`src/rtl/uart_rx_param.sv`:
```
`default_nettype none
// +----------------------------------------------------------------------------+
// | Module      : uart_rx_param                                                |
// | Description : Parametrised UART receiver with parity/frame/overrun flags   |
// |               and a one-entry valid/ready output buffer.                   |
// | Revision    : 1.0 - initial release                                        |
// +----------------------------------------------------------------------------+
module uart_rx_param #(
    parameter int CLKS_PER_BIT = 16,
    parameter int DATA_BITS    = 8,
    parameter int MSB_FIRST    = 1,
    parameter int PARITY_EN    = 0,
    parameter int PARITY_ODD   = 0,
    parameter int STOP_BITS    = 1
) (
    input  logic                 clk,
    input  logic                 reset,
    input  logic                 rx,
    output logic [DATA_BITS-1:0] data_out,
    output logic                 data_valid,
    input  logic                 data_ready,
    output logic                 frame_err,
    output logic                 parity_err,
    output logic                 overrun
);

    localparam int c_HALF = (CLKS_PER_BIT - 1) / 2;
    localparam int c_BCW  = (CLKS_PER_BIT > 1) ? $clog2(CLKS_PER_BIT) : 1;
    localparam int c_NW   = $clog2(DATA_BITS);

    localparam logic [c_BCW-1:0] c_BC_HALF   = c_BCW'(c_HALF);
    localparam logic [c_BCW-1:0] c_BC_LAST   = c_BCW'(CLKS_PER_BIT - 1);
    localparam logic [c_BCW-1:0] c_BC_ONE    = c_BCW'(1);
    localparam logic [c_NW-1:0]  c_LAST_DATA = c_NW'(DATA_BITS - 1);
    localparam logic [c_NW-1:0]  c_LAST_STOP = c_NW'(STOP_BITS - 1);
    localparam logic             c_PAR_ODD   = (PARITY_ODD != 0);

    localparam logic [2:0] c_IDLE   = 3'd0;
    localparam logic [2:0] c_START  = 3'd1;
    localparam logic [2:0] c_DATA   = 3'd2;
    localparam logic [2:0] c_PARITY = 3'd3;
    localparam logic [2:0] c_STOP   = 3'd4;
    localparam logic [2:0] c_BREAK  = 3'd5;

    logic                 r_rx_meta;
    logic                 r_rx_s;
    logic [2:0]           r_state;
    logic [c_BCW-1:0]     r_bc;
    logic [c_NW-1:0]      r_nbit;
    logic [DATA_BITS-1:0] r_shift;
    logic                 r_par_err;
    logic                 r_frm_err;

    logic                 w_sample;
    logic                 w_bit_end;
    logic [c_BCW-1:0]     w_bc_next;
    logic                 w_complete;

    assign w_sample   = (r_bc == c_BC_HALF);
    assign w_bit_end  = (r_bc == c_BC_LAST);
    assign w_bc_next  = w_bit_end ? '0 : r_bc + c_BC_ONE;
    assign w_complete = (r_state == c_STOP) && w_sample && (r_nbit == c_LAST_STOP);

    always_ff @(posedge clk or posedge reset) begin
        if (reset) begin
            r_rx_meta <= 1'b1;
            r_rx_s    <= 1'b1;
        end else begin
            r_rx_meta <= rx;
            r_rx_s    <= r_rx_meta;
        end
    end

    always_ff @(posedge clk or posedge reset) begin
        if (reset) begin
            r_state   <= c_IDLE;
            r_bc      <= '0;
            r_nbit    <= '0;
            r_shift   <= '0;
            r_par_err <= 1'b0;
            r_frm_err <= 1'b0;
        end else begin
            case (r_state)
                c_IDLE: begin
                    r_bc   <= '0;
                    r_nbit <= '0;
                    if (!r_rx_s) begin
                        r_par_err <= 1'b0;
                        r_frm_err <= 1'b0;
                        // The detection cycle is cycle 0 of the start bit.
                        if (CLKS_PER_BIT == 1) begin
                            r_state <= c_DATA;
                        end else begin
                            r_state <= c_START;
                            r_bc    <= c_BC_ONE;
                        end
                    end
                end
                c_START: begin
                    r_bc <= w_bc_next;
                    if (w_sample && r_rx_s) begin
                        r_state <= c_IDLE;
                        r_bc    <= '0;
                    end else if (w_bit_end) begin
                        r_state <= c_DATA;
                    end
                end
                c_DATA: begin
                    r_bc <= w_bc_next;
                    if (w_sample) begin
                        if (MSB_FIRST != 0)
                            r_shift <= {r_shift[DATA_BITS-2:0], r_rx_s};
                        else
                            r_shift <= {r_rx_s, r_shift[DATA_BITS-1:1]};
                    end
                    if (w_bit_end) begin
                        if (r_nbit == c_LAST_DATA) begin
                            r_nbit  <= '0;
                            r_state <= (PARITY_EN != 0) ? c_PARITY : c_STOP;
                        end else begin
                            r_nbit <= r_nbit + 1'b1;
                        end
                    end
                end
                c_PARITY: begin
                    r_bc <= w_bc_next;
                    if (w_sample)
                        r_par_err <= (^r_shift) ^ r_rx_s ^ c_PAR_ODD;
                    if (w_bit_end)
                        r_state <= c_STOP;
                end
                c_STOP: begin
                    r_bc <= w_bc_next;
                    if (w_sample && !r_rx_s)
                        r_frm_err <= 1'b1;
                    // Frame ends at the last stop sample so back-to-back frames fit.
                    if (w_complete) begin
                        r_bc    <= '0;
                        r_nbit  <= '0;
                        r_state <= r_rx_s ? c_IDLE : c_BREAK;
                    end else if (w_bit_end) begin
                        r_nbit <= r_nbit + 1'b1;
                    end
                end
                c_BREAK: begin
                    r_bc <= '0;
                    if (r_rx_s)
                        r_state <= c_IDLE;
                end
                default: begin
                    r_state <= c_IDLE;
                    r_bc    <= '0;
                    r_nbit  <= '0;
                end
            endcase
        end
    end

    always_ff @(posedge clk or posedge reset) begin
        if (reset) begin
            data_out   <= '0;
            data_valid <= 1'b0;
            frame_err  <= 1'b0;
            parity_err <= 1'b0;
            overrun    <= 1'b0;
        end else begin
            overrun <= 1'b0;
            if (w_complete) begin
                if (!data_valid || data_ready) begin
                    data_out   <= r_shift;
                    frame_err  <= r_frm_err | ~r_rx_s;
                    parity_err <= r_par_err;
                    data_valid <= 1'b1;
                end else begin
                    overrun <= 1'b1;
                end
            end else if (data_valid && data_ready) begin
                data_valid <= 1'b0;
            end
        end
    end

endmodule
`default_nettype wire

```
`config.mk`:
```
export PLATFORM = sky130hd
export DESIGN_NAME = uart_rx_param
export DESIGN_NICKNAME = d
export VERILOG_FILES = /design/src/rtl/uart_rx_param.sv
export SDC_FILE = /design/constraint.sdc
export NUM_CORES = 1
export LEC_CHECK = 0
export CAP_MARGIN = 15
export CORE_MARGIN = 2
export CORE_UTILIZATION = 45
export DETAILED_ROUTE_END_ITERATION = 7
export PLACE_DENSITY = 0.72
export SLEW_MARGIN = 20
export SYNTH_ARGS = -nofsm -noshare
export SYNTH_HDL_FRONTEND = slang
export SYNTH_SLANG_ARGS = --single-unit
```
`constraint.sdc`:
```
create_clock -name clk -period 2.2 [get_ports clk]
set_input_delay 0.44 -clock clk [delete_from_list [all_inputs] [get_ports clk]]
set_output_delay 0.44 -clock clk [all_outputs]
set_load 0.1 [all_outputs]
```
==> impl_metrics.tcl <==
set metrics [dict create \
    critPathMaxFanout 10 \
    layout.nets 165 \
    synth_cells 138 \
    area_growth_pct 16.5 \
    critPathMaxStageDelay_ns 0.39 \
    setup_tns_ns 0 \
    synth_top_area_share_pct 47.7 \
    grt_busiest_layer "met2" \
    post_cts_buffers 0 \
    synth.largest_area_cell "dfrtp_1" \
    yosysMostFrequentCell "dfrtp_1" \
    cts_resized 0 \
    hold_start "r_rx_meta" \
    viasPerCell 5.35 \
    diodes 0 \
    dr.pass1.iters 4 \
    row_count 22 \
    antenna_found_initial 0 \
    critPathSlowestCell "dfrtp_1" \
    ys.flop_type "dfrtp_1" \
    wl_per_cell_um 13.7 \
    io_pins 16 \
    syn-num-nets 146 \
    crit_type "register to register" \
    status "finished clean" \
    ir_drop_mv 0.508 \
    slew_headroom_pct 65.9 \
    grt_max_degree 35 \
    power.leakage_uw 0.000973 \
    post-dp-hpwl_mm 1.98 \
    ys_top_cells_by_area "dfrtp_1 48%, mux2_4 8.9%, mux2_2 6.7%" \
    synth-seq-area-share_pct 50.8 \
    fin_util_pct 53.8 \
    clk_latency_ns 0.29 \
    ys_seq_elements 34 \
    cp-end-kind "register" \
    hold_viol 0 \
    drive_gt1_share_pct 32.3 \
    grt-ovfl-total 0 \
    drtIter0Drc 56 \
    grt.met1_usage_pct 19.9 \
    ys_types 41 \
    grt_util_met2_pct 24.1 \
    cpLargestDelayFamily "simple AND/OR/NAND/NOR gates" \
    startpoint "r_bc[0]" \
    cp_num_buf_inv 0 \
    powerDensity_mw_per_mm2 957 \
    dieWidth_um 65.1 \
    synth_commonest_cells "32 x dfrtp_1, 10 x mux2_2, 10 x mux2_4, 8 x nand2_1, 7 x xnor2_1" \
    crit_chain "ha_1 > and3b_1 > nand3_2 > or2_4 > nand2b_4 > mux2_4" \
    num-fill-cells 328 \
    reg2reg_from "r_bc[0]" \
    worstHoldPathType "register to register" \
    syn_area_per_cell_um2 12.2 \
    finClkSkew_ns 0.00753 \
    vias 1102 \
    clk_pin_slew_ns 0.07 \
    cts_made_buffers 5 \
    ant_nets 0 \
    cts.sinks 34 \
    drt-total-wl_mm 2.82 \
    max_freq_ghz 0.487 \
    start_kind "register" \
    grt_pass1_wl_mm 5.03 \
    gp_congestion 0.926 \
    ctsHoldBuffers 0 \
    drc_errors 0 \
    die_area_mm2 0.00424 \
    cap_violations 0 \
    netlist_area_mm2 0.00168 \
    synth_edf_count 0 \
    port-buffer-count 15 \
    synthArstFlopShare_pct 100 \
    core_mm2 0.00363 \
    gr-usage-all-layers_pct 15.6 \
    yosysWarnings 0 \
    rsz0062_at_grt "false" \
    setup_violations 0 \
    cp.required_ns 2.37 \
    fin_crit_sh_pct 93.3 \
    grt_use_met3_pct 4.69 \
    period_needed_ns 2.05 \
    htreeDepth 2 \
    die_h_um 65.1 \
    cp.arrival_ns 2.22 \
    cts-root-buf "clkbuf_8" \
    clk_path_buf_depth 2 \
    cts_tree "done" \
    initial_utilization_pct 46.2 \
    worst_pin_slew_ns 0.508 \
    finalMaxSlewViolations 0 \
    grt_pass1_vias 1135 \
]
## where the power goes
group	leakage (uW)	switching [uW]	internal, uW
Clock	0.0000579	221	333
Combinational	0.000455	276	244
Sequential	0.000460	95.7	702
Total	0.000973	593	1280
## flip-flops by register name (all words and copies together), names as in the netlist
signal and count:
data_valid 1, r_rx_meta 1, overrun 1, r_bc 4
r_par_err 1, r_state 3, frame_err 1, r_rx_s 1
r_shift 8, data_out 8, r_frm_err 1, r_nbit 3
parity_err 1
## cells by family after synthesis
group | count (synthesis) | share of synthesized area (%)
buffers and inverters | 13 | 3.87
adder cells (fa/ha/maj) | 4 | 2.98
XOR/XNOR | 8 | 4.17
multiplexers | 23 | 17.4
AND/OR/NAND/NOR | 36 | 12.6
AO/OA/AOI/OAI | 20 | 8.12
flip-flops | 34 | 50.8
## layer usage
metal	up-vias	routed length (um)
met5	-	0
met4	0	55
met3	6	143
met2	33	1360
met1	542	1260
li1	521	-
## stage by stage
stage | instance area (um^2) | power (uW) | hold slack [ns] | cells | setup WS, ns
after floorplan | 1680 | 1200 | 0.345 | 138 | 0.308
after global placement | 1850 | 1300 | 0.346 | 198 | 0.269
after detailed placement | 1850 | 1330 | 0.348 | 198 | 0.186
after CTS | 1960 | 1890 | 0.358 | 206 | 0.174
after global routing | 1960 | 1990 | 0.368 | 206 | 0.0146
final | 1960 | 1870 | 0.356 | 206 | 0.148
## final cells by class
type                       instances  area (um^2)  share of cell area (%)
clock buffer                       5         68.8                    3.52
clock inverter                     3         40.0                    2.05
tap                               48         60.1                    3.07
inverter                           6         22.5                    1.15
multi-input combinational         91          761                    38.9
timing repair buffer              19          150                    7.68
sequential                        34          853                    43.6
## placed cells by master, fill, tap and decap left out, types with 2 or more instances in the layout
| master | Yosys | routed |
|---|---|---|
| nor3_1 | 2 | 2 |
| clkinv_2 | 0 | 2 |
| dfstp_2 | 2 | 2 |
| a21oi_1 | 5 | 5 |
| nor2_1 | 6 | 6 |
| nand2_1 | 8 | 8 |
| nand2b_1 | 3 | 3 |
| xnor2_1 | 7 | 7 |
| mux2_2 | 10 | 10 |
| mux2i_1 | 3 | 3 |
| nor2b_1 | 3 | 3 |
| o21ai_0 | 3 | 3 |
| mux2_4 | 10 | 10 |
| clkdlybuf4s50_1 | 0 | 3 |
| a211oi_1 | 3 | 3 |
| inv_1 | 6 | 6 |
| buf_4 | 0 | 16 |
| ha_1 | 4 | 4 |
| dfrtp_1 | 32 | 32 |
| clkbuf_8 | 0 | 5 |
| nand3_1 | 3 | 3 |
## worst paths after layout
path	end	depth (start not counted)	slack, ns
worst max-delay path	data_out[3]	6	0.15
worst min-delay path	r_rx_s	0	0.36
worst max register to register	data_out[3]	6	0.15
worst min register to register	r_rx_s	0	0.36
max in group asynchronous	r_rx_meta	3	1.32
min in group asynchronous	data_out[6]	3	0.54
No activity file was read; power rests on OpenSTA's default activity.
